**src/rtl/pipe_pkg.sv**
```systemverilog
// Shared fetch-pipeline types: 30-bit word address, fetch FSM states,
// and the default reset / exception byte addresses.
package pipe_pkg;

  localparam logic [31:0] RESET_PC_DEF   = 32'h0000_3000;
  localparam logic [31:0] EXC_VECTOR_DEF = 32'h0000_4180;

  typedef logic [29:0] waddr_t;

  typedef enum logic [1:0] {
    IDLE,
    FETCH,
    WAIT
  } fetch_state_t;

endpackage

```
**src/rtl/pc_next_sel.sv**
```systemverilog
// Combinational next-PC priority mux for the fetch stage.
// Ports: active_i/in_fetch_i/ready_i fetch status; syscall_i, eret_i,
//   stall_i, redir_i events; rtgt_i redirect target; epc_i eret return;
//   exc_i exception vector; pc_i current PC; pend_* pending redirect;
//   pc_d_o next PC.  Macro BRANCH_DELAY_SLOT_EN selects delay-slot mode.
module pc_next_sel
  import pipe_pkg::*;
(
  input  logic   active_i,
  input  logic   in_fetch_i,
  input  logic   ready_i,
  input  logic   syscall_i,
  input  logic   eret_i,
  input  logic   stall_i,
  input  logic   redir_i,
  input  waddr_t rtgt_i,
  input  waddr_t epc_i,
  input  waddr_t exc_i,
  input  waddr_t pc_i,
  input  logic   pend_v_i,
  input  logic   pend_slot_i,
  input  waddr_t pend_tgt_i,
  output waddr_t pc_d_o
);

  waddr_t seq;
  assign seq = pc_i + 30'd1;

`ifdef BRANCH_DELAY_SLOT_EN
  logic unused_in_fetch;
  assign unused_in_fetch = in_fetch_i;
`else
  logic unused_slot;
  assign unused_slot = pend_slot_i;
`endif

  always_comb begin
    pc_d_o = pc_i;
    if (!active_i) begin
      pc_d_o = pc_i;
    end else if (syscall_i) begin
      pc_d_o = exc_i;
    end else if (eret_i) begin
      pc_d_o = epc_i;
    end else if (stall_i) begin
      pc_d_o = pc_i;
`ifdef BRANCH_DELAY_SLOT_EN
    end else if (ready_i) begin
      // Target is taken only once the delay slot fetch has completed.
      if (!redir_i && pend_v_i && !pend_slot_i)
        pc_d_o = pend_tgt_i;
      else
        pc_d_o = seq;
    end
`else
    end else if (redir_i && (in_fetch_i || ready_i)) begin
      pc_d_o = rtgt_i;
    end else if (ready_i && pend_v_i) begin
      pc_d_o = pend_tgt_i;
    end else if (ready_i) begin
      pc_d_o = seq;
    end
`endif
  end

endmodule

```
**src/rtl/if_pc_unit.sv**
```systemverilog
// Fetch-stage PC generator and imem request side of the IF/ID boundary.
// Ports: clk, rst (async high); Load_use, Jump, Branch, syscall, eret
//   events with Jump_target/Branch_target/EPC_in; imem_ready/imem_req/
//   imem_addr handshake; IF_PC, fetch_valid, EPC_out, squash to IF/ID.
//   Macro BRANCH_DELAY_SLOT_EN enables one delay slot on Jump/Branch.
module if_pc_unit
  import pipe_pkg::*;
#(
  parameter logic [31:0] RESET_PC   = RESET_PC_DEF,
  parameter logic [31:0] EXC_VECTOR = EXC_VECTOR_DEF
) (
  input  logic   clk,
  input  logic   rst,
  input  logic   Load_use,
  input  logic   Jump,
  input  logic   Branch,
  input  waddr_t Jump_target,
  input  waddr_t Branch_target,
  input  logic   syscall,
  input  logic   eret,
  input  waddr_t EPC_in,
  input  logic   imem_ready,
  output logic   imem_req,
  output waddr_t imem_addr,
  output waddr_t IF_PC,
  output logic   fetch_valid,
  output waddr_t EPC_out,
  output logic   squash
);

  localparam waddr_t RST_W = RESET_PC[31:2];
  localparam waddr_t EXC_W = EXC_VECTOR[31:2];

  fetch_state_t state_q, state_d;
  waddr_t pc_q, pc_d;
  waddr_t epc_q, epc_d;
  waddr_t pend_q, pend_d;
  logic   pend_v_q, pend_v_d;
  logic   slot_q, slot_d;

  logic   active, in_fetch, redir, evt;
  logic   discard;
  waddr_t rtgt;

  assign active   = state_q != IDLE;
  assign in_fetch = state_q == FETCH;
  assign redir    = Jump | Branch;
  assign rtgt     = Jump ? Jump_target : Branch_target;
  assign evt      = syscall | eret;

`ifdef BRANCH_DELAY_SLOT_EN
  assign discard = 1'b0;
`else
  // A pending target only exists in WAIT, so it always kills that fetch.
  assign discard = redir | pend_v_q;
`endif

  assign imem_req    = active & ~Load_use;
  assign imem_addr   = pc_q;
  assign IF_PC       = pc_q;
  assign EPC_out     = epc_q;
  assign fetch_valid = active & imem_ready & ~evt
                     & ~Load_use & ~discard;
  assign squash      = active & (evt | (~Load_use & discard
                     & (in_fetch | imem_ready)));

  always_comb begin
    state_d  = state_q;
    pend_d   = pend_q;
    pend_v_d = pend_v_q;
    slot_d   = slot_q;
    epc_d    = epc_q;
    if (!active) begin
      state_d = FETCH;
    end else if (evt) begin
      state_d  = FETCH;
      pend_v_d = 1'b0;
      slot_d   = 1'b0;
      if (syscall) epc_d = pc_q + 30'd1;
    end else if (!Load_use) begin
      state_d = imem_ready ? FETCH : WAIT;
`ifdef BRANCH_DELAY_SLOT_EN
      if (redir) begin
        pend_v_d = 1'b1;
        pend_d   = rtgt;
        // Slot still owed when the current fetch has not returned.
        slot_d   = ~imem_ready;
      end else if (imem_ready && pend_v_q) begin
        if (slot_q) slot_d   = 1'b0;
        else        pend_v_d = 1'b0;
      end
`else
      if (redir && in_fetch) begin
        state_d = FETCH;
      end else if (redir && !imem_ready) begin
        pend_v_d = 1'b1;
        pend_d   = rtgt;
      end
      if (imem_ready) pend_v_d = 1'b0;
`endif
    end
  end

  pc_next_sel u_sel (
    .active_i    (active),
    .in_fetch_i  (in_fetch),
    .ready_i     (imem_ready),
    .syscall_i   (syscall),
    .eret_i      (eret),
    .stall_i     (Load_use),
    .redir_i     (redir),
    .rtgt_i      (rtgt),
    .epc_i       (EPC_in),
    .exc_i       (EXC_W),
    .pc_i        (pc_q),
    .pend_v_i    (pend_v_q),
    .pend_slot_i (slot_q),
    .pend_tgt_i  (pend_q),
    .pc_d_o      (pc_d)
  );

  always_ff @(posedge clk or posedge rst) begin
    if (rst) begin
      state_q  <= IDLE;
      pc_q     <= RST_W;
      epc_q    <= '0;
      pend_q   <= '0;
      pend_v_q <= 1'b0;
      slot_q   <= 1'b0;
    end else begin
      state_q  <= state_d;
      pc_q     <= pc_d;
      epc_q    <= epc_d;
      pend_q   <= pend_d;
      pend_v_q <= pend_v_d;
      slot_q   <= slot_d;
    end
  end

endmodule
```
**config.mk**
```make
export PLATFORM = sky130hd
export DESIGN_NAME = if_pc_unit
export DESIGN_NICKNAME = d
export VERILOG_FILES = /design/src/rtl/pipe_pkg.sv /design/src/rtl/pc_next_sel.sv /design/src/rtl/if_pc_unit.sv
export SDC_FILE = /design/constraint.sdc
export NUM_CORES = 1
export LEC_CHECK = 0
export CAP_MARGIN = 20
export CORE_AREA = 8 8 118 120
export DETAILED_ROUTE_END_ITERATION = 12
export DIE_AREA = 0 0 126 128
export PLACE_DENSITY = 0.85
export REMOVE_ABC_BUFFERS = 1
export SLEW_MARGIN = 30
export SYNTH_ARGS = -nofsm -noshare
export SYNTH_HDL_FRONTEND = slang
export SYNTH_SLANG_ARGS = --single-unit
export TNS_END_PERCENT = 50
```
**constraint.sdc**
```tcl
create_clock -name clk -period 8.6 [get_ports clk]
set_input_delay 1.29 -clock clk [delete_from_list [all_inputs] [get_ports clk]]
set_output_delay 1.29 -clock clk [all_outputs]
set_load 0.05 [all_outputs]
```
==> results of run 1 <==
-- cell type report --
cell class / instances / area share, %
Multi-Input combinational cell: 501 / 39.4
Sequential cell: 93 / 29.0
Timing Repair Buffer: 198 / 24.3
Clock buffer: 9 / 2.80
Tap cell: 150 / 2.33
Inverter: 23 / 1.09
Clock inverter: 7 / 1.01
-- synth_stat cells, types with 5 or more instances --
master | number | share of area [%]
nand3_1 | 14 | 1.2
nand2_1 | 96 | 6.0
a31oi_1 | 7 | 0.73
o21ai_0 | 84 | 7.0
mux2i_1 | 28 | 4.7
clkbuf_1 | 30 | 1.9
nor3_1 | 11 | 0.92
nand4_1 | 16 | 1.7
inv_1 | 21 | 1.3
nor2b_1 | 6 | 0.63
xor2_1 | 5 | 0.73
buf_2 | 14 | 1.2
a21oi_1 | 24 | 2.0
a211oi_1 | 5 | 0.63
mux2_2 | 10 | 1.9
buf_4 | 32 | 4.0
dfrtp_1 | 91 | 38
nor2_1 | 28 | 1.8
a22oi_1 | 7 | 0.88
o22ai_1 | 14 | 1.5
nor4_2 | 5 | 1.0
xnor2_1 | 17 | 2.5
and2_1 | 12 | 1.3
o211ai_1 | 11 | 1.4
or3_1 | 7 | 0.73
and3_1 | 5 | 0.52
-- sequential cells by signal, indices dropped and copies added (netlist names) --
name,count
EPC_out,30
pend_v_q,1
pend_q,30
IF_PC,30
state_q,2
-- per-layer routing --
layer  global-route usage [%]  vias to the layer above  wire length [um]
li1                         -                     2769                 -
met1                     33.0                     2965              8600
met2                     42.7                      400             10100
met3                     5.74                       48              2090
met4                     10.4                        0               548
met5                        0                        -                 0
-- critical path, stage by stage --
cell	delay (ns)
clkdlybuf4s50_1	0.73
nor2_1	0.48
and4_1	0.30
clkdlybuf4s50_1	0.82
-- power by group through the flow --
stage | clock, mW | sequential, mW | combinational (mW)
after floorplan | 0 | 0.682 | 0.112
after global placement | 0 | 0.529 | 0.459
after detailed placement | 0 | 0.531 | 0.466
after CTS | 0.420 | 0.523 | 0.468
after global routing | 0.438 | 0.530 | 0.492
final | 0.421 | 0.524 | 0.467
-- logic make-up after synthesis --
family	after synthesis	synth area share (%)
AND/OR/NAND/NOR	226	19.4
AO/OA/AOI/OAI	214	23.1
buffers and inverters	101	8.63
flip-flops	93	38.9
multiplexers	38	6.56
XOR/XNOR	22	3.22
adder cells (fa/ha/maj)	1	0.209
-- through the flow --
| stage | area [sq um] | utilization, % | cells | setup WS (ns) |
|---|---|---|---|---|
| after CTS | 8040 | 65.8 | 981 | 3.73 |
| final | 8040 | 65.8 | 981 | 3.69 |
| after detailed placement | 7730 | 63.3 | 965 | 3.76 |
| after floorplan | 5560 | - | 617 | 4.73 |
| after global placement | 7720 | 63.3 | 965 | 3.80 |
| after global routing | 8040 | 65.8 | 981 | 3.55 |
-- worst max-delay path by stage --
stage | startpoint | to | slack [ns] | cells after the start
after floorplan | Load_use | fetch_valid | 4.73 | 2
after global placement | imem_ready | squash | 3.80 | 5
after detailed placement | syscall | fetch_valid | 3.76 | 4
after CTS | syscall | fetch_valid | 3.73 | 4
after global routing | imem_ready | squash | 3.55 | 5
final | syscall | fetch_valid | 3.69 | 4
==> qor.csv, run 1 <==
metric;value;unit
floorplan core area;12200;sq um
Worst Hold Path EP;EPC_out[16];
Pleak;3.19;nW
RR Endpoint;IF_PC[16];
Starting Density;49.1;%
CTS tree;done;
mapped cell area;5990;sq um
register area;2330;sq um
number of distinct library cells after synthesis;74;
DRT Pass-1 Iters;5;
max-cap viol count;0;
worst-path fanout max;13;
fill count;1030;
cell count after synthesis;695;
Fin. Hold Viols;0;
DRC;0;
worst rel slew slack;33.8;%
CTS HTree Levels;3;
ratio of cells with drive above 1 in the final layout;7.58;%
combinational fraction of design power;33.1;%
Cell Int Power;0.877;mW
total number of vias;6182;
Psw;0.536;mW
CP Class;in -> out;
WL/cell;21.7;um
Post-synth ARST share;100;%
grt ovf;0;
Hold Path Class;reg -> reg;
Pins Over Slew Limit;0;
RSZ-0062 raised after global routing;false;
R2R depth;5;
Period minus WS final;4.91;ns
later-pin clock latency in the skew report;0.35;ns
commonest non-fill, non-tap cells in the layout;189 x clkdlybuf4s50_1, 95 x nand2_1, 91 x dfrtp_1, 81 x o21ai_0;
Die ar.;16100;sq um
number of vias per cell;6.30;
Critical Path End Type;output pin;
clock-pin slew on the worst setup and hold paths;0.07;ns
Layout Skew;0.0104;ns
Seq/Total Area, Yosys;38.9;%
global-route wire length before repair;33900;um
WL final;21300;um
FF-to-FF setup slack;5.96;ns
Die Wd;126;um
Peak VDD IR;102;uV
DP HPWL;15200;um
WHS;0.479;ns
EDFF count, synth;0;
critical path data arrival time;3.62;ns
predominant post-synthesis flop cell;dfrtp_1;
GP Congestion;0.857;
Starting DRT DRC Count;728;
fmax;0.204;GHz
most common cell after layout, fill and taps aside;clkdlybuf4s50_1;
Final #Nets;925;
Tot Pwr;1.41;mW
Synth Register Bits;93;
initial antenna violation count;0;
Post-CTS Setup Inserts;0;
Die Y;128;um
Clock Power Share;29.8;%
# rows;41;
clock tree buffer depth;2;
setup_tns;0;ns
worst slew pin tran;0.991;ns
number of global-route vias before repair;6332;
Global Route Usage Sum;26.1;%
sequential share of power;37.1;%
clock sinks;93;
pin count of the biggest net entering global routing;58;
Worst Hold Depth;2;
CP Launch Type;input pin;
Setup violations, final;0;
Crit Reg-Reg Startpoint;state_q[1];
hold buffer count at CTS;0;
Root Driver;clkbuf_16;
crit share post-route;57.1;%
run status;complete, no violations;
worst path required time;7.31;ns
yosys warns;0;
Switching Share;38.0;%
# diodes;0;
synthesis-to-layout area growth;34.2;%
PD cells;176;nW/um^2
# IOs;191;
ANT nets after route;0;
Multi-input gate area;3170;sq um
TritonCTS Buffers;9;
Port Buffers;190;
hold path start;EPC_out[16];
syn avg cell area;8.62;sq um
post-CTS sizing;0;
Note: power is estimated with default switching activity, not from simulation.
==> run 2, diff against run 1 <==
--- a/config.mk
+++ b/config.mk
@@ -6,10 +6,10 @@
 export NUM_CORES = 1
 export LEC_CHECK = 0
 export CAP_MARGIN = 20
-export CORE_AREA = 8 8 118 120
+export CORE_AREA = 8 8 122 124
 export DETAILED_ROUTE_END_ITERATION = 12
-export DIE_AREA = 0 0 126 128
-export PLACE_DENSITY = 0.85
+export DIE_AREA = 0 0 130 132
+export PLACE_DENSITY = 0.8
 export REMOVE_ABC_BUFFERS = 1
 export SLEW_MARGIN = 30
 export SYNTH_ARGS = -nofsm -noshare
==> constraint.sdc (replaced) <==
create_clock -name clk -period 5.1 [get_ports clk]
set_input_delay 0.765 -clock clk [delete_from_list [all_inputs] [get_ports clk]]
set_output_delay 0.765 -clock clk [all_outputs]
set_load 0.05 [all_outputs]
==> qor.csv, run 2 (synthesis gave the netlist of run 1 again) <==
metric;value;unit;change
CTS HTree Levels;3;;unchanged
global-route wire length before repair;33400;um;-1.5%
sequential share of power;37.2;%;about the same
RR Endpoint;IF_PC[3];;
Switching Share;37.5;%;-0.48 points
fmax;0.243;GHz;
# IOs;191;;unchanged
commonest non-fill, non-tap cells in the layout;189 x clkdlybuf4s50_1, 95 x nand2_1, 91 x dfrtp_1, 81 x o21ai_0;;
DRT Pass-1 Iters;5;;unchanged
Clock Power Share;29.6;%;-0.2 points
Tot Pwr;2.38;mW;+68%
initial antenna violation count;0;;unchanged
DP Cell Count;993;;+2.9%
TritonCTS Buffers;9;;unchanged
Worst Hold Path EP;EPC_out[16];;
most common cell after layout, fill and taps aside;clkdlybuf4s50_1;;
WL/cell;21.3;um;-2.1%
# diodes;0;;unchanged
final cell count without fillers;1009;;+2.9%
hold buffer count at CTS;0;;unchanged
WHS;0.477;ns;-0.00246 ns
Root Driver;clkbuf_16;;
ratio of cells with drive above 1 in the final layout;7.80;%;+0.22 points
PD cells;294;nW/um^2;+67%
Peak VDD IR;203;uV;+99%
Hold Path Class;reg -> reg;;
fin worst setup slack;0.991;ns;-2.70 ns
GP Congestion;0.891;;+3.9%
total number of vias;6008;;-2.8%
Die ar.;17200;sq um;+6.4%
FF-to-FF setup slack;2.38;ns;-3.58 ns
Pins Over Slew Limit;0;;unchanged
number of global-route vias before repair;6038;;-4.6%
worst slew pin tran;0.927;ns;-0.0640 ns
Worst Hold Depth;2;;unchanged
combinational fraction of design power;33.2;%;about the same
Layout Skew;0.00955;ns;-0.000857 ns
placed cell area;7780;sq um;+0.66%
Pleak;3.20;nW;+0.37%
Port Buffers;190;;unchanged
ANT nets after route;0;;unchanged
CP Class;in -> out;;
Cell Int Power;1.49;mW;+70%
worst path required time;4.34;ns;-2.97 ns
Die Wd;130;um;+3.2%
WL final;21500;um;+0.74%
Starting DRT DRC Count;595;;-18%
crit share post-route;80.6;%;
worst-path fanout max;18;;+5
max-cap viol count;0;;unchanged
post-route cell area;8090;sq um;+0.62%
Fin. Hold Viols;0;;unchanged
post-place setup slack;1.06;ns;-2.69 ns
CTS tree;done;;
run status;complete, no violations;;
later-pin clock latency in the skew report;0.35;ns;about the same
clock sinks;93;;unchanged
synthesis-to-layout area growth;35.0;%;
RSZ-0062 raised after global routing;false;;
DP HPWL;15600;um;+2.6%
clock-pin slew on the worst setup and hold paths;0.07;ns;about the same
number of vias per cell;5.95;;-5.5%
Psw;0.891;mW;+66%
Period minus WS final;4.11;ns;
pin count of the biggest net entering global routing;58;;unchanged
worst rel slew slack;38.0;%;+4.2 points
# rows;42;;+2.4%
Post-CTS Setup Inserts;0;;unchanged
hold path start;EPC_out[16];;
floorplan core area;13000;sq um;+6.3%
Starting Density;46.2;%;-2.9 points
R2R depth;6;;+1
Setup violations, final;0;;unchanged
post-CTS sizing;0;;unchanged
Final #Nets;927;;+0.22%
Crit Reg-Reg Startpoint;state_q[1];;
Critical Path End Type;output pin;;
critical path data arrival time;3.34;ns;-0.28 ns
setup_tns;0;ns;unchanged
CP Launch Type;input pin;;
DRC;0;;unchanged
Core Util, Final;62.3;%;-3.5 points
grt ovf;0;;unchanged
Global Route Usage Sum;24.8;%;-1.3 points
clock tree buffer depth;2;;unchanged
fill count;1121;;+8.8%
Die Y;132;um;+3.1%
-- run 2: changes by cell type in the layout (fill, tap and decap cells not counted), sizes merged --
cell	delta
clkbuf	+2
inv	-2
clkinvlp	-1
buf	+2
clkinv	+1
-- run 2: cell type report --
cell class,count,area (sq um),area share [%]
clock buffer,11,243,3.00
clock inverter,5,58.8,0.727
inverter,23,91.3,1.13
multi-input combinational,501,3170,39.2
sequential,93,2330,28.8
tap,176,220,2.72
timing repair buffer,200,1970,24.4
-- run 2: worst max-delay path by stage --
stage	end	slack, ns	cells past startpoint	from
2_1_floorplan	EPC_out[1]	1.28	2	state_q[1]
3_3_place_gp	fetch_valid	1.16	4	eret
3_5_place_dp	fetch_valid	1.06	4	eret
4_1_cts	fetch_valid	1.04	4	eret
5_1_grt	fetch_valid	0.86	4	eret
6_report	fetch_valid	0.99	4	eret
-- run 2: metal layers --
layer	global-route usage (%)	routed length [um]	vias up	part of all wire, %
met5	0	0	-	0
met4	7.04	272	0	1.3
met3	5.18	1930	25	9.0
met2	41.2	10400	300	49
met1	31.7	8850	2909	41
li1	-	-	2774	-
-- run 2: critical path, cell delays in order --
cell and delay, ns:
clkdlybuf4s50_1 0.90, nor2_1 0.59, and4_1 0.27, clkdlybuf4s50_1 0.81
-- run 2: power groups by stage --
stage          Clock, mW  Combinational [mW]  Sequential (mW)
2_1_floorplan          0               0.188             1.15
3_3_place_gp           0               0.779            0.892
3_5_place_dp           0               0.790            0.896
4_1_cts            0.701               0.792            0.882
5_1_grt            0.736               0.830            0.893
6_report           0.703               0.791            0.884
